[config.mk]
export PLATFORM = sky130hd
export DESIGN_NAME = easy_driver_array
export DESIGN_NICKNAME = d
export VERILOG_FILES = /design/src/rtl/easy_driver_array.sv
export SDC_FILE = /design/constraint.sdc
export NUM_CORES = 1
export LEC_CHECK = 0
export BUFFER_PORTS_ARGS = -buffer_cell sky130_fd_sc_hd__clkbuf_2
export CORE_ASPECT_RATIO = 1.75
export CORE_MARGIN = 2
export CORE_UTILIZATION = 62
export CTS_CLUSTER_DIAMETER = 150
export DETAILED_ROUTE_END_ITERATION = 12
export PLACE_DENSITY = 0.8
export SETUP_SLACK_MARGIN = 0.3
export SLEW_MARGIN = 40
export SYNTH_ARGS = -nofsm -noshare
export SYNTH_HDL_FRONTEND = slang
export SYNTH_SLANG_ARGS = --single-unit
[constraint.sdc]
create_clock -name clk -period 13.8 [get_ports clk]
set_input_delay 2.76 -clock clk [delete_from_list [all_inputs] [get_ports clk]]
set_output_delay 2.76 -clock clk [all_outputs]
set_load 0.01 [all_outputs]
[src/rtl/easy_driver_array.sv]
// easy_driver_array: Avalon-MM programmed step/dir pulse generator for EasyDriver boards.
// Each channel runs an independent IDLE/SETUP/HIGH/LOW move sequencer.
module easy_driver_array #(
    parameter  int CHANNELS  = 2,
    parameter  int STEP_W    = 24,
    parameter  int PULSE_W   = 4,
    parameter  int DIR_SETUP = 8,
    localparam int AW        = $clog2(CHANNELS) + 2
) (
    input  logic                clk,
    input  logic                reset,
    input  logic [AW-1:0]       avs_address,
    input  logic                avs_write,
    input  logic                avs_read,
    input  logic [31:0]         avs_writedata,
    output logic [31:0]         avs_readdata,
    output logic                irq,
    output logic [CHANNELS-1:0] step_out,
    output logic [CHANNELS-1:0] dir_out,
    output logic [CHANNELS-1:0] enable_n_out
);

    // Bus handshake: no waitrequest. A write is accepted on every clock its strobe is
    // high; a read strobe sampled at one edge returns its data on avs_readdata after it.
    typedef enum logic [1:0] {S_IDLE, S_SETUP, S_HIGH, S_LOW} state_t;

    localparam logic [31:0] MIN_PERIOD = 32'(2 * PULSE_W);

    logic [AW-1:0]       ch_sel;
    logic [1:0]          reg_sel;
    logic [31:0]         rd_word [CHANNELS];
    logic [31:0]         rd_any;
    logic [CHANNELS-1:0] irq_vec;
    logic                unused_bits;

    assign ch_sel      = avs_address >> 2;
    assign reg_sel     = avs_address[1:0];
    assign unused_bits = ^avs_writedata[31:5];

    for (genvar i = 0; i < CHANNELS; i++) begin : g_ch
        state_t            state, state_nx;
        logic              ctrl_en, ctrl_dir, ctrl_irq_en;
        logic              dir_lat, done, aborted;
        logic [STEP_W-1:0] target, period, remaining;
        logic [31:0]       cnt, eff_period, low_len, low_len_lat;
        logic [31:0]       rd_w;
        logic              sel, wr_ctrl, wr_steps, wr_period, wr_status;
        logic              start_req, abort_req, go, zero_start, kill;
        logic              busy, cnt_zero, step_done, move_done;
        logic              step_o, dir_o;

        assign sel       = (ch_sel == AW'(i));
        assign wr_ctrl   = avs_write && sel && (reg_sel == 2'd0);
        assign wr_steps  = avs_write && sel && (reg_sel == 2'd1);
        assign wr_period = avs_write && sel && (reg_sel == 2'd2);
        assign wr_status = avs_write && sel && (reg_sel == 2'd3);

        assign busy      = (state != S_IDLE);
        assign cnt_zero  = (cnt == 32'd0);
        assign start_req = wr_ctrl && avs_writedata[2];
        assign abort_req = wr_ctrl && (avs_writedata[3] || !avs_writedata[0]);

        // Start only counts with enable set in the same write; abort bit beats start.
        assign go         = !busy && start_req && avs_writedata[0] && !avs_writedata[3]
                            && (target != '0);
        assign zero_start = !busy && start_req && avs_writedata[0] && !avs_writedata[3]
                            && (target == '0);
        assign kill       = busy ? abort_req : (start_req && avs_writedata[3]);
        assign step_done  = (state == S_HIGH) && cnt_zero && !kill;
        assign move_done  = (state == S_LOW) && cnt_zero && (remaining == '0) && !kill;

        assign eff_period = (32'(period) < MIN_PERIOD) ? MIN_PERIOD : 32'(period);
        assign low_len    = eff_period - 32'(PULSE_W);

        always_ff @(posedge clk or posedge reset) begin
            if (reset) state <= S_IDLE;
            else       state <= state_nx;
        end

        always_comb begin
            state_nx = state;
            if (busy && kill) begin
                state_nx = S_IDLE;
            end else begin
                case (state)
                    S_IDLE:  if (go) state_nx = S_SETUP;
                    S_SETUP: if (cnt_zero) state_nx = S_HIGH;
                    S_HIGH:  if (cnt_zero) state_nx = S_LOW;
                    S_LOW:   if (cnt_zero) state_nx = (remaining == '0) ? S_IDLE : S_HIGH;
                    default: state_nx = S_IDLE;
                endcase
            end
        end

        always_comb begin
            step_o = 1'b0;
            dir_o  = ctrl_dir;
            if (state == S_HIGH) step_o = 1'b1;
            if (busy) dir_o = dir_lat;
        end

        // Every state change reloads the phase counter with that phase's length minus one.
        always_ff @(posedge clk or posedge reset) begin
            if (reset) begin
                cnt <= 32'd0;
            end else if (state_nx != state) begin
                case (state_nx)
                    S_SETUP: cnt <= 32'(DIR_SETUP - 1);
                    S_HIGH:  cnt <= 32'(PULSE_W - 1);
                    S_LOW:   cnt <= low_len_lat - 32'd1;
                    default: cnt <= 32'd0;
                endcase
            end else if (!cnt_zero) begin
                cnt <= cnt - 32'd1;
            end
        end

        always_ff @(posedge clk or posedge reset) begin
            if (reset) begin
                ctrl_en     <= 1'b0;
                ctrl_dir    <= 1'b0;
                ctrl_irq_en <= 1'b0;
                dir_lat     <= 1'b0;
                target      <= '0;
                period      <= '0;
                remaining   <= '0;
                low_len_lat <= 32'd0;
                done        <= 1'b0;
                aborted     <= 1'b0;
            end else begin
                if (wr_ctrl) begin
                    ctrl_en     <= avs_writedata[0];
                    ctrl_dir    <= avs_writedata[1];
                    ctrl_irq_en <= avs_writedata[4];
                end
                if (wr_period) period <= STEP_W'(avs_writedata);
                if (wr_steps) begin
                    target <= STEP_W'(avs_writedata);
                    if (!busy) remaining <= STEP_W'(avs_writedata);
                end
                if (go) begin
                    dir_lat     <= avs_writedata[1];
                    remaining   <= target;
                    low_len_lat <= low_len;
                end else if (step_done) begin
                    remaining <= remaining - STEP_W'(1);
                end
                // Hardware set of a sticky flag wins over a W1C in the same clock.
                if (go) begin
                    done    <= 1'b0;
                    aborted <= 1'b0;
                end else begin
                    if (move_done || zero_start)         done <= 1'b1;
                    else if (wr_status && avs_writedata[1]) done <= 1'b0;
                    if (kill)                            aborted <= 1'b1;
                    else if (wr_status && avs_writedata[2]) aborted <= 1'b0;
                end
            end
        end

        always_comb begin
            rd_w = 32'd0;
            case (reg_sel)
                2'd0: rd_w = {27'd0, ctrl_irq_en, 2'b00, ctrl_dir, ctrl_en};
                2'd1: rd_w = 32'(remaining);
                2'd2: rd_w = 32'(period);
                2'd3: rd_w = {29'd0, aborted, done, busy};
                default: rd_w = 32'd0;
            endcase
        end

        assign rd_word[i]      = sel ? rd_w : 32'd0;
        assign irq_vec[i]      = done & ctrl_irq_en;
        assign step_out[i]     = step_o;
        assign dir_out[i]      = dir_o;
        assign enable_n_out[i] = ~ctrl_en;
    end

    always_comb begin
        rd_any = 32'd0;
        for (int k = 0; k < CHANNELS; k++) rd_any = rd_any | rd_word[k];
    end

    always_ff @(posedge clk or posedge reset) begin
        if (reset) begin
            avs_readdata <= 32'd0;
            irq          <= 1'b0;
        end else begin
            irq <= |irq_vec;
            if (avs_read) avs_readdata <= rd_any;
        end
    end

endmodule

==> flow_summary.yaml <==
placed_design:
  dp.cells: 2039
  place_congestion: 0.946
  dpl.hpwl_mm: 34.0
  portBuffers: 61
finish:
  drive_gt1_share_pct: 16.6
  stdcell_count: 2091
  final_common_cell: "dfrtp_1"
  final_cell_mix: "299 x dfrtp_1, 159 x nand2_1, 146 x nor2_1, 124 x mux2_2, 116 x o21ai_0"
  final_nets: 1794
  area_delta_synth_final_pct: 8.92
grt:
  grt.met1_usage_pct: 40.3
  met2_usage_pct: 57.3
  grt_pass1_wl_mm: 75.5
  antenna_found_initial: 2
  grtUsageMet3_pct: 5.24
  grt.busiest_layer: "met2"
  grt_util_all_layers_pct: 34.8
  grt_overflow_total: 0
  grt_max_degree: 145
  grt_pass1_vias: 13848
yosys:
  ys_seq_elements: 299
  syn_inst: 1733
  yosysSeqAreaShare_pct: 45.3
  ys.flop_type: "dfrtp_1"
  async_flop_share_pct: 100
  syn_area_sq_um: 16500
  yosysTopAreaCell: "dfrtp_1"
  synth.area.top_cells: "dfrtp_1 45%, mux2_2 8.5%, xnor2_1 4.9%, nand2_1 3.6%, o21ai_0 3.5%"
  synth_edf_count: 0
  yosysWarnings: 0
  avgSynthCellArea_sq_um: 9.53
  synthDominantCellAreaShare_pct: 45.3
  synth_cell_types: 81
route:
  drtIter0Drc: 1415
  vias: 14264
  routedWlPerCell_um: 23.3
  viasPerCell: 6.82
  drc: 0
  ant_nets: 0
  wl_mm: 48.7
  firstDrtPassIters: 6
die:
  fp.dieW_um: 127
  die-area_sq_um: 28000
  ioPinCount: 78
  start_util_pct: 62.6
  rows: 79
  core-area_sq_um: 26400
  die_h_um: 220
clocking:
  cts_sinks: 299
  cts_tree: "built"
  hold_buffers: 0
  postCtsSetupBuffers: 0
  clk_pin_slew_ps: 70
  cts_resized: 0
  clk_path_buf_depth: 3
  cts_made_buffers: 28
  clock_latency_ps: 560
  htree_levels: 1
  cts_root_buf: "clkbuf_16"
worst_setup_path:
  endpoint_kind: "flip-flop"
  required_ps: 14200
  crit_arrival_ps: 6430
  cp_max_fo: 56
  crit_type: "input pin to flip-flop"
  start_kind: "input pin"
  rr_worst_depth: 10
timing:
  max_freq_mhz: 166
  hold_viol: 0
  setup_viol: 0
  skew_ps: 10.8
  slew_violations: 0
  finalCritPeriodShare_pct: 43.7
  rsz0062_at_grt: "false"
  fin_setup_tns_ps: 0
  worst_pin_slew_ps: 878
  fin_crit_ps: 6030
  relSlewSlack_pct: 41.5
power_and_ir_drop:
  seqPwrFrac_pct: 48.5
  powerDensity_nw_per_um2: 158
  swShare_pct: 34.9
  clkPwrFrac_pct: 27.5
  p_leak_nw: 7.45
  power.switching_mw: 0.992
  power.internal_mw: 1.85
  peakVddDrop_mv: 0.113
  combPwrFrac_pct: 23.9
run_status:
  status: "finished clean"
worst_hold_path:
  hold_path_depth: 2
  hold_path_class: "flip-flop to flip-flop"
run:
  max-cap-violations: 0
==> critical path, stage by stage <==
cell and delay, ps:
clkbuf_2 80, buf_4 310, nor4b_4 660, a31oi_1 250
or4b_1 210, buf_4 470, and2_1 610, nand2_1 630
a21oi_1 310, a21oi_1 70
==> layer usage <==
layer	up-vias	part of all wire (%)
met5	-	0.021
met4	2	8.7
met3	217	7.6
met2	806	49
met1	6880	35
li1	6359	-
==> sequential cells by signal, summed over array words and instances (netlist names) <==
register / flops
g_ch.target: 48
g_ch.remaining: 48
g_ch.ctrl_dir: 2
g_ch.done: 2
g_ch.period: 48
g_ch.ctrl_irq_en: 2
g_ch.low_len_lat: 50
g_ch.cnt: 64
g_ch.aborted: 2
avs_readdata: 24
irq: 1
g_ch.dir_lat: 2
g_ch.ctrl_en: 2
g_ch.state: 4
==> area by class of cell <==
cell class / instances / area, sq um
flip-flops and latches: 299 / 7480
multi-input cells: 1307 / 8560
clock inverters: 11 / 95.1
diodes: 1 / 2.50
inverters: 28 / 118
fillers: 1979 / 8400
clock buffers: 38 / 830
well taps: 324 / 405
repair buffers: 83 / 495
==> cell usage after synthesis, types with 10 or more instances <==
cell	instances
nand3_1	32
dfrtp_1	299
nor3_1	72
inv_1	28
or4_1	22
clkbuf_1	76
o21a_1	15
a31oi_1	17
nand4_1	10
xor2_1	46
o21ai_0	116
nor4_1	60
or3_1	17
nand2_1	159
nor2b_1	12
buf_4	13
mux2_2	124
nand2b_1	13
a22oi_1	24
xnor2_1	92
a221oi_1	24
a21oi_1	109
nor2_1	147
o22ai_1	51
==> power groups by stage <==
stage	Clock, mW	Sequential, mW	Combinational [mW]
3_5_place_dp	0	1.38	0.665
6_report	0.784	1.38	0.680
3_3_place_gp	0	1.36	0.640
2_1_floorplan	0	1.30	0.521
5_1_grt	0.821	1.41	0.749
4_1_cts	0.788	1.37	0.673
==> kinds of logic after synthesis <==
family	synth area share (%)
muxes	9.21
AOI/OAI and AO/OA	16.2
buffers and inverters	3.48
DFF	45.3
other	0.0227
adders and majority gates	0.606
and+or+nand+nor	17.8
xor gates and xnor gates	7.32
==> worst paths after layout <==
kind	start	end	slack, ps
worst max-delay path	avs_address[2]	g_ch[0].remaining[21]$_DFFE_PP0P_	7770
max in group asynchronous	reset	g_ch[0].cnt[20]$_DFFE_PP0P_	10130
min in group asynchronous	reset	g_ch[0].state[0]$_DFF_PP0_	2160
worst max register to register	g_ch[0].cnt[0]$_DFFE_PP0P_	g_ch[0].remaining[17]$_DFFE_PP0P_	9540
worst min-delay path	g_ch[1].dir_lat$_DFFE_PP0P_	g_ch[1].dir_lat$_DFFE_PP0P_	490
worst min register to register	g_ch[1].dir_lat$_DFFE_PP0P_	g_ch[1].dir_lat$_DFFE_PP0P_	490
==> metrics by stage <==
stage               hold slack (ps)  util, %  instance area (sq um)  setup WS [ps]  power (mW)
floorplan                       433        -                  16500           2780        1.82
global placement                448     64.3                  17000           7240        2.00
detailed placement              466     64.4                  17000           7090        2.05
CTS                             483     68.0                  17900           7640        2.83
global route                    517     68.2                  18000           7660        2.98
finish                          487     68.2                  18000           7770        2.84
No activity file was read; power rests on OpenSTA's default activity.
